`src/rtl/avg_window.sv`:
```
// avg_window: running average over the last 2^LOG_DEPTH samples.
//
// A circular sample buffer plus a running sum keeps the cost per sample at a
// fixed four cycles (IDLE/SUB/ADD/OUT), independent of window depth.
//
// Optional build macro: AVG_WINDOW_ROUND_EN
//   defined   -> avg_out = round-half-up(sum / N), saturated to DATA_WIDTH
//   undefined -> avg_out = truncated sum / N
//
// Ports:
//   clk           system clock, rising edge
//   n_reset       asynchronous active-low reset
//   sample_data   sample value, stable while data_ready is high
//   data_ready    asynchronous new-sample strobe (rising edge = one sample)
//   modwait       high while a sample is being processed
//   avg_out       current window average
//   one_k_samples one-cycle pulse every SAMPLE_COUNT accepted samples
//   err           sticky overrun flag, cleared by the next accepted sample
module avg_window #(
    parameter int DATA_WIDTH   = 16,
    parameter int LOG_DEPTH    = 2,
    parameter int SAMPLE_COUNT = 1000
) (
    input  logic                  clk,
    input  logic                  n_reset,
    input  logic [DATA_WIDTH-1:0] sample_data,
    input  logic                  data_ready,
    output logic                  modwait,
    output logic [DATA_WIDTH-1:0] avg_out,
    output logic                  one_k_samples,
    output logic                  err
);

    localparam int N  = 1 << LOG_DEPTH;
    localparam int SW = DATA_WIDTH + LOG_DEPTH;
    localparam int CW = $clog2(SAMPLE_COUNT);

    typedef enum logic [1:0] {IDLE, SUB, ADD, OUT} state_t;

    state_t                       state, state_nxt;
    logic                         dr_s1, dr_s2, dr_q;
    logic                         new_dr;
    logic [N-1:0][DATA_WIDTH-1:0] sbuf;
    logic [LOG_DEPTH-1:0]         wptr;
    logic [SW-1:0]                sum;
    logic [DATA_WIDTH-1:0]        sample_reg;
    logic [DATA_WIDTH-1:0]        avg_nxt;
    logic [CW-1:0]                cnt;
    logic                         cnt_last;

    assign new_dr   = dr_s2 & ~dr_q;
    assign cnt_last = (cnt == CW'(SAMPLE_COUNT - 1));

`ifdef AVG_WINDOW_ROUND_EN
    // One extra bit so the rounding constant can never wrap the sum.
    localparam logic [SW:0] RND = (SW+1)'(1) << (LOG_DEPTH - 1);
    localparam logic [SW:0] MAX = (SW+1)'({DATA_WIDTH{1'b1}});
    logic [SW:0] q_full;
    always_comb begin
        q_full  = ({1'b0, sum} + RND) >> LOG_DEPTH;
        avg_nxt = (q_full > MAX) ? {DATA_WIDTH{1'b1}} : q_full[DATA_WIDTH-1:0];
    end
`else
    always_comb begin
        avg_nxt = sum[SW-1:LOG_DEPTH];
    end
`endif

    // 2-flop synchroniser followed by a rising-edge detector.
    always_ff @(posedge clk or negedge n_reset) begin
        if (!n_reset) begin
            dr_s1 <= 1'b0;
            dr_s2 <= 1'b0;
            dr_q  <= 1'b0;
        end else begin
            dr_s1 <= data_ready;
            dr_s2 <= dr_s1;
            dr_q  <= dr_s2;
        end
    end

    always_ff @(posedge clk or negedge n_reset) begin
        if (!n_reset) state <= IDLE;
        else          state <= state_nxt;
    end

    always_comb begin
        state_nxt = state;
        case (state)
            IDLE: if (new_dr) state_nxt = SUB;
            SUB:  state_nxt = ADD;
            ADD:  state_nxt = OUT;
            OUT:  state_nxt = IDLE;
            default: state_nxt = IDLE;
        endcase
    end

    always_ff @(posedge clk or negedge n_reset) begin
        if (!n_reset) begin
            sbuf          <= '0;
            wptr          <= '0;
            sum           <= '0;
            sample_reg    <= '0;
            avg_out       <= '0;
            modwait       <= 1'b0;
            cnt           <= '0;
            one_k_samples <= 1'b0;
            err           <= 1'b0;
        end else begin
            one_k_samples <= (state == OUT) && cnt_last;
            // Any strobe outside IDLE (including on the OUT->IDLE edge) is lost.
            if (new_dr) err <= (state != IDLE);
            case (state)
                IDLE: if (new_dr) begin
                    sample_reg <= sample_data;
                    modwait    <= 1'b1;
                end
                // Retire the oldest sample before its slot is overwritten.
                SUB: sum <= sum - SW'(sbuf[wptr]);
                ADD: begin
                    sum        <= sum + SW'(sample_reg);
                    sbuf[wptr] <= sample_reg;
                    wptr       <= wptr + 1'b1;
                end
                OUT: begin
                    avg_out <= avg_nxt;
                    modwait <= 1'b0;
                    cnt     <= cnt_last ? '0 : cnt + 1'b1;
                end
                default: ;
            endcase
        end
    end

endmodule

```
`config.mk`:
```
export PLATFORM = sky130hd
export DESIGN_NAME = avg_window
export DESIGN_NICKNAME = d
export VERILOG_FILES = /design/src/rtl/avg_window.sv
export SDC_FILE = /design/constraint.sdc
export NUM_CORES = 1
export LEC_CHECK = 0
export CAP_MARGIN = 20
export CORE_AREA = 2 2 117 119
export DETAILED_ROUTE_END_ITERATION = 16
export DIE_AREA = 0 0 119 121
export GPL_TIMING_DRIVEN = 0
export PLACE_DENSITY_LB_ADDON = 0.05
export SYNTH_ARGS = -nofsm -noshare
export SYNTH_HDL_FRONTEND = slang
export SYNTH_SLANG_ARGS = --single-unit
export TNS_END_PERCENT = 5
```
`constraint.sdc`:
```
create_clock -name clk -period 6.86 [get_ports clk]
set_input_delay 1.372 -clock clk [delete_from_list [all_inputs] [get_ports clk]]
set_output_delay 1.372 -clock clk [all_outputs]
set_load 0.05 [all_outputs]
```
==> summary by stage, run 1 <==
Global routing
The pin count of the biggest net entering global routing is 92. Global routing finished with a remaining overflow of 0. The via count of the first global-routing pass is 4481. Across every metal layer, demand over resource in global routing totals 21.3%. The first global-routing pass estimated 23.3 mm of wire. The initial antenna violation count is 0.

Floorplanning
The floorplan has 42 rows. Once the floorplan was initialized, standard cells occupied 51.6% of the core. The top-level I/O count is 38. The die covers 0.0144 mm². The die extent in x is 119 µm.

The area of the placeable core is 0.0131 mm². In this run the vertical extent of the chip is 121 µm.

Routing
The detailed router placed 4425 vias in this run. After detailed routing, the average wire length per cell comes to 18.0 µm. The count of nets left with antenna violations once routing finished came out at 0.

For this run, design rule violations remaining after detail routing come to 0. The post-detailed-routing wire length is 14.1 mm. The first TritonRoute pass finished after 4 iterations. The number of design-rule violations left by the first detailed-router iteration is 239. The via density per instance is 5.63.

Yosys
The combinational family with the most area after synthesis is multiplexers. After Yosys synthesis, full adders, half adders and majority gates account for 5.30% of the synthesized area. The net count of the mapped netlist is 587. The portion of the post-synthesis area used by sequential elements is 49.7%. The cell area that synthesis handed to floorplanning was 0.00675 mm².

In this run, synthesis inferred 0 flip-flops with an integrated enable. The flip-flop and latch count after synthesis is 134. The Yosys step of the flow raised 0 warnings. Counting flops with an async set or reset pin after synthesis yields a share of 100%. The synthesized netlist devotes 7.34% of its cell area to compound gates. The cell count after synthesis is 540. In the synthesized netlist, mux cells make up 24.0% of the area.

The XOR/XNOR share of the synthesized area is 4.15%. The number of different library cells in the post-synthesis netlist is 52. Averaged over all synthesized cells, the footprint is 12.5 µm². Among all flip-flop cells after synthesis, the most frequent one is sky130_fd_sc_hd__dfrtp_1.

The synthesized netlist devotes 7.60% of its cell area to simple gates.

Critical path
The critical path is of the reg2reg type. STA puts the critical path data required time at 7.21 ns. The start of the worst register-to-register path is wptr[1]. The most critical setup path has its endpoint at sum[17].

The depth of the worst register-to-register path is 18. The worst setup path is captured at a flip-flop. Of all nets on the critical path, the largest fanout is 10. The setup check on the worst reg-to-reg path leaves a slack of 1.19 ns. The start point of the critical path is wptr[1]. The worst register-to-register path ends at sum[17]. For the worst setup path, the data arrival time is 6.02 ns. The worst setup path is launched from a flip-flop.

Cells and area
The share of cells above drive strength 1 is 17.4%. The largest registers in the layout are sbuf x64, sum x18. The number of flip-flops under the largest register name is 64.

sbuf holds more flip-flops than any other register. The number of nets in the layout is 644. The layout overhead on the synthesized area is 17.7%. The antenna diode count is 0.

Placed design
The final weighted congestion in routability-driven placement is 0.836. The half-perimeter wire length of the detailed placement result is 9.91 mm. The port buffer count is 37.

Hold path
The worst hold path passes through 0 cells. The worst hold-check path type is reg2reg.

STA
For this run, the top clock speed supported by timing is 0.176 GHz. The number of setup violations in the final report is 0. In the final timing run, aggregate negative setup slack is 0 ns.

On the final layout, the worst clock skew is 0.00593 ns. The tightest slew margin relative to the limit is 47.1%. Of the available clock period, the critical path in the final layout requires 82.7%. Setup repair after global routing left no endpoint under its margin. The count of pins over their slew limit is 0. The slew at the pin closest to its max-slew limit is 0.794 ns.

The final hold violation count is 0. After layout, the minimum clock period comes to 5.67 ns.

Clock tree
The clock-pin slew reported for the worst setup and hold paths after clock tree synthesis is 0.06 ns. TritonCTS built the clock tree. The post-CTS setup-driven buffer insertion count is 0.

The clock tree synthesis step divided the H-tree into 4 levels. The root buffer selected by CTS is sky130_fd_sc_hd__clkbuf_16. The longest clock path from root to sink contains 2 buffers. The clock sink count is 134.

The number of buffers created by CTS is 17. The number of gates resized after CTS was 0. The number of buffers added to fix hold violations after cts is 0. The clock reaches the later pin of the worst-skew pair after 0.42 ns.

Flow run
Across the run, the number of max-cap violations was 0.

Status
The run finished with clean final reports.
[layout make-up]
cell class              instances  area (µm²)
clock inverters                 8        71.3
multi-input cells             373        3270
plain buffers                  20        85.1
clock buffers                  24         502
fillers                      1028        5140
flip-flops and latches        134        3350
well taps                     176         220
inverters                      13        48.8
repair buffers                 38         399
[cell families after synthesis]
kind of cell | count (synthesis)
flops | 134
fa+ha+maj | 28
simple gates | 103
xor+xnor | 32
buf+inv | 33
compound gates | 82
mux | 128
[cells in the mapped netlist, types with 14 or more instances]
cell	count	area share, %
sky130_fd_sc_hd__clkbuf_1	14	0.78
sky130_fd_sc_hd__o21ai_1	25	1.9
sky130_fd_sc_hd__xnor2_1	20	2.6
sky130_fd_sc_hd__mux2_1	61	10
sky130_fd_sc_hd__nor2_1	25	1.4
sky130_fd_sc_hd__ha_1	27	5.0
sky130_fd_sc_hd__mux4_2	16	5.3
sky130_fd_sc_hd__a21oi_1	18	1.3
sky130_fd_sc_hd__nand2_1	41	2.3
sky130_fd_sc_hd__mux2_2	49	8.2
sky130_fd_sc_hd__dfrtp_1	134	50
[how the worst min path moves through the flow]
stage | from | endpoint | slack, ns
finish | dr_s1 | dr_s2 | 0.35
global route | dr_s1 | dr_s2 | 0.36
CTS | dr_s1 | dr_s2 | 0.35
detailed placement | dr_s1 | dr_s2 | 0.34
global placement | dr_s1 | dr_s2 | 0.33
floorplan | dr_s1 | dr_s2 | 0.33
[layer usage]
metal | track usage [%] | share of wire [%] | wire length (µm) | vias up
met5 | 0 | 0 | 0 | -
met4 | 7.51 | 1.6 | 230 | 0
met3 | 5.50 | 3.3 | 470 | 21
met2 | 35.5 | 49 | 6970 | 79
met1 | 27.1 | 46 | 6450 | 2259
li1 | - | - | - | 2066
[cells in the final DEF (no fill, tap or decap), types with 9 or more instances in the layout]
cell type and count:
sky130_fd_sc_hd__mux2_2 49, sky130_fd_sc_hd__nand2_1 41, sky130_fd_sc_hd__o21ai_0 9, sky130_fd_sc_hd__o21ai_1 25, sky130_fd_sc_hd__clkbuf_1 16, sky130_fd_sc_hd__xnor2_1 20
sky130_fd_sc_hd__dfrtp_1 134, sky130_fd_sc_hd__nor2_1 25, sky130_fd_sc_hd__clkdlybuf4s50_1 36, sky130_fd_sc_hd__a21oi_1 18, sky130_fd_sc_hd__mux4_2 16, sky130_fd_sc_hd__inv_1 12
sky130_fd_sc_hd__clkbuf_16 17, sky130_fd_sc_hd__ha_1 27, sky130_fd_sc_hd__xor2_1 12, sky130_fd_sc_hd__mux2_1 61
[through the flow]
stage / utilization [%] / hold WS, ns / cell area [µm²] / setup slack, ns / cells
after detailed placement: 56.3 / 0.339 / 7370 / 1.37 / 754
after floorplan: - / 0.331 / 6750 / 2.71 / 540
after CTS: 60.7 / 0.352 / 7950 / 1.32 / 786
final: 60.7 / 0.349 / 7950 / 1.19 / 786
after global placement: 56.1 / 0.334 / 7340 / -0.809 / 753
after global routing: 60.7 / 0.364 / 7950 / 0.856 / 786
[worst max-delay path: stages (launching register included)]
cell and delay [ns]:
sky130_fd_sc_hd__dfrtp_1 0.38, sky130_fd_sc_hd__clkbuf_1 0.44, sky130_fd_sc_hd__buf_1 0.66, sky130_fd_sc_hd__mux4_2 0.47, sky130_fd_sc_hd__inv_1 0.11, sky130_fd_sc_hd__ha_1 0.21, sky130_fd_sc_hd__nor4b_2 0.54, sky130_fd_sc_hd__nor4b_1 0.55
sky130_fd_sc_hd__nand3b_1 0.18, sky130_fd_sc_hd__xnor2_1 0.16, sky130_fd_sc_hd__o21ai_1 0.22, sky130_fd_sc_hd__ha_1 0.35, sky130_fd_sc_hd__a21o_1 0.19, sky130_fd_sc_hd__a211oi_1 0.31, sky130_fd_sc_hd__nand2_1 0.09, sky130_fd_sc_hd__a211o_1 0.24
sky130_fd_sc_hd__and3_1 0.15, sky130_fd_sc_hd__o21ai_1 0.20, sky130_fd_sc_hd__xnor2_1 0.14
Power of run 1 is not shown: default switching activity piles up to over one toggle a cycle in this logic, so the estimate is an artifact.
==> inputs of run 2 (changes only) <==
Clock period 6.86 ns to 5.8 ns, I/O delays scaled along.
==> summary by stage, run 2 (synthesis gave the netlist of run 1 again) <==
Status
The flow ran to the end, and the final reports show no timing, DRC or antenna violations.

Critical path
The cell depth of the worst setup path is 18. For this design, the slowest cell found on the critical path is sky130_fd_sc_hd__nor4b_1. The number of buffers and inverters on the critical path is 3. The worst setup path is of the reg2reg kind. In this run the critical register-to-register path is launched from wptr[1]. In this run the register-to-register setup slack is 0.39 ns. The worst setup path is launched from a flip-flop. The critical path capture point type is a flip-flop.

The required time of the critical path is 6.15 ns. The most critical setup path has its startpoint at wptr[1]. The largest fanout on the critical path is 10.

The maximum single-stage delay on the critical path is 0.55 ns. The end of the worst register-to-register path is sum[17]. The cell type group with the largest total delay on the critical path is simple AND/OR/NAND/NOR gates. The signal on the critical path passes through clkbuf_1, clkbuf_2, mux4_2, inv_1, ha_1, nor4b_2, nor4b_1, nand3b_1, xnor2_1, o21ai_1, ha_1, a21o_1, a211oi_1, nand2_1, a211o_1, and3_1, o21ai_1, xnor2_1. The signal arrival time at the worst endpoint is 5.75 ns.

For the worst flop-to-flop path, the logic depth is 18. The end point of the critical path is sum[17].

Hold path
The path class of the tightest hold or removal check is reg2reg.

Global routing
The initial antenna violation count is 0. The via count of the first global-routing pass is 4481. Global routing used 21.3% of the available tracks across all layers. The wire length of the first global-routing pass is 23.3 mm.

The total congestion overflow after global routing is 0. Entering global routing, the biggest net connects 92 pins.

Floorplanning
The starting utilization of the core area is 51.6%. The die is 121 µm tall. The core region is 0.0131 mm². The top-level I/O count is 38.

The full die area is 0.0144 mm². Row generation in the floorplan step produced 42 rows. The die extent in x is 119 µm.

Cells and area
The number of antenna diodes in the final layout is 0. In the final design database the tool counted 644 nets. For this run, the number of standard cells in the final layout without fillers is 786. In the final layout, the share of cells above drive strength 1 is 17.5%.

From synthesis to final layout, the design area changed by 17.7%. Leaving out fill and tap cells, the most frequent cells in the layout are 134 x sky130_fd_sc_hd__dfrtp_1, 61 x sky130_fd_sc_hd__mux2_1, 49 x sky130_fd_sc_hd__mux2_2, 41 x sky130_fd_sc_hd__nand2_1, 36 x sky130_fd_sc_hd__clkdlybuf4s50_1. The most common cell after layout, fill and taps aside is sky130_fd_sc_hd__dfrtp_1. The register with the highest flop count is sbuf. The number of flip-flops under the largest register name is 64.

The largest registers in the layout are sbuf x64, sum x18.

Placed design
Input and output buffers added on the ports amount to 37. The number of placed instances, taps included is 754. At the end of routability-driven placement, the weighted congestion stood at 0.836. The wire-length estimate of the detail-placed layout is 9.91 mm.

Routing
After detailed routing, the total wire length is 14.2 mm. The number of search-and-repair iterations in the first detailed-routing pass is 4. Across all layers, the routed design uses 4424 vias. The antenna violation net count after detailed routing is 0. In the routed design, unresolved DRC markers number 0. The routed length per instance is 18.0 µm. The via density per instance is 5.63. For this block, the initial DRC count from the detailed router was 239.

STA
The count of pins over their slew limit came to 0. The slew at the pin closest to its max-slew limit is 0.767 ns. The tightest slew margin relative to the limit is 48.9%. Hold is met by 0.349 ns. For the final database, setup skew stands at 0.00596 ns. The final hold violation count is 0. Of the available clock period, the critical path in the final layout requires 93.2%.

The number of setup violations in the final report is 0. Setup repair after global routing left no endpoint under its margin. The upper clock frequency limit is 0.185 GHz. The final period demand of the worst path is 5.41 ns.

Clock tree
The clock sink count is 134. The number of buffers added to fix hold violations after cts is 0. The clock-pin slew reported for the worst setup and hold paths after clock tree synthesis is 0.06 ns. The root buffer selected by CTS is sky130_fd_sc_hd__clkbuf_16. No sink is reached through more buffers than the 2 on the longest clock path. TritonCTS built the clock tree.

The H-tree depth reported by CTS is 4. Clock tree synthesis inserted a total of 17 buffers. At the later pin of the worst-skew pair, clock insertion delay measures 0.43 ns.

Flow run
The number of max-capacitance violations reported is 0.
[run 2: worst register-to-register path, stage by stage (launching register included)]
cell and delay, ns:
sky130_fd_sc_hd__dfrtp_1 0.38, sky130_fd_sc_hd__clkbuf_1 0.43, sky130_fd_sc_hd__clkbuf_2 0.44, sky130_fd_sc_hd__mux4_2 0.42, sky130_fd_sc_hd__inv_1 0.11, sky130_fd_sc_hd__ha_1 0.21, sky130_fd_sc_hd__nor4b_2 0.54, sky130_fd_sc_hd__nor4b_1 0.55
sky130_fd_sc_hd__nand3b_1 0.18, sky130_fd_sc_hd__xnor2_1 0.16, sky130_fd_sc_hd__o21ai_1 0.23, sky130_fd_sc_hd__ha_1 0.35, sky130_fd_sc_hd__a21o_1 0.19, sky130_fd_sc_hd__a211oi_1 0.31, sky130_fd_sc_hd__nand2_1 0.09, sky130_fd_sc_hd__a211o_1 0.24
sky130_fd_sc_hd__and3_1 0.15, sky130_fd_sc_hd__o21ai_1 0.20, sky130_fd_sc_hd__xnor2_1 0.14
[run 2: cell type report]
type,instances,area (µm²)
Clock buffer,24,502
Buffer,20,86.3
Timing Repair Buffer,38,399
Clock inverter,8,71.3
Inverter,13,48.8
Fill cell,1029,5140
Multi-Input combinational cell,373,3270
Sequential cell,134,3350
Tap cell,176,220
[run 2: worst min path at each step]
stage / slack (ns) / from / cells after the start / to
after global placement: 0.33 / dr_s1 / 0 / dr_s2
after global routing: 0.36 / dr_s1 / 0 / dr_s2
after floorplan: 0.33 / dr_s1 / 0 / dr_s2
after CTS: 0.35 / dr_s1 / 0 / dr_s2
after detailed placement: 0.34 / dr_s1 / 0 / dr_s2
final: 0.35 / dr_s1 / 0 / dr_s2
[run 2: metal layers]
metal / GRT usage [%] / wire length [µm]
met2: 35.5 / 7010
met5: 0 / 0
met3: 5.50 / 441
met1: 27.1 / 6480
met4: 7.51 / 220
[run 2: repair_timing]
item | in CTS | in global routing
setup endpoints to repair | 0 | 1
resized for setup | 0 | 1
endpoints found under the hold margin | 0 | 0
setup buffers | 0 | 0
[run 2: stage by stage]
step                cell area (µm²)  TNS (ns)  util, %  setup slack [ns]
finish                         7950         0     60.7             0.394
global route                   7950         0     60.7            0.0722
CTS                            7950         0     60.7             0.262
detailed placement             7370         0     56.3             0.314
global placement               7340   -220.41     56.1             -1.66
floorplan                      6750         0        -              1.65
Power of run 2 is left out for the same reason.
==> inputs of run 3 (changes only) <==
Settings changed: SLEW_MARGIN from default to 5.
==> results of run 3 <==
No change in the layout: final DEF, timing and power equal those of run 2.
Power of run 3 is left out for the same reason.
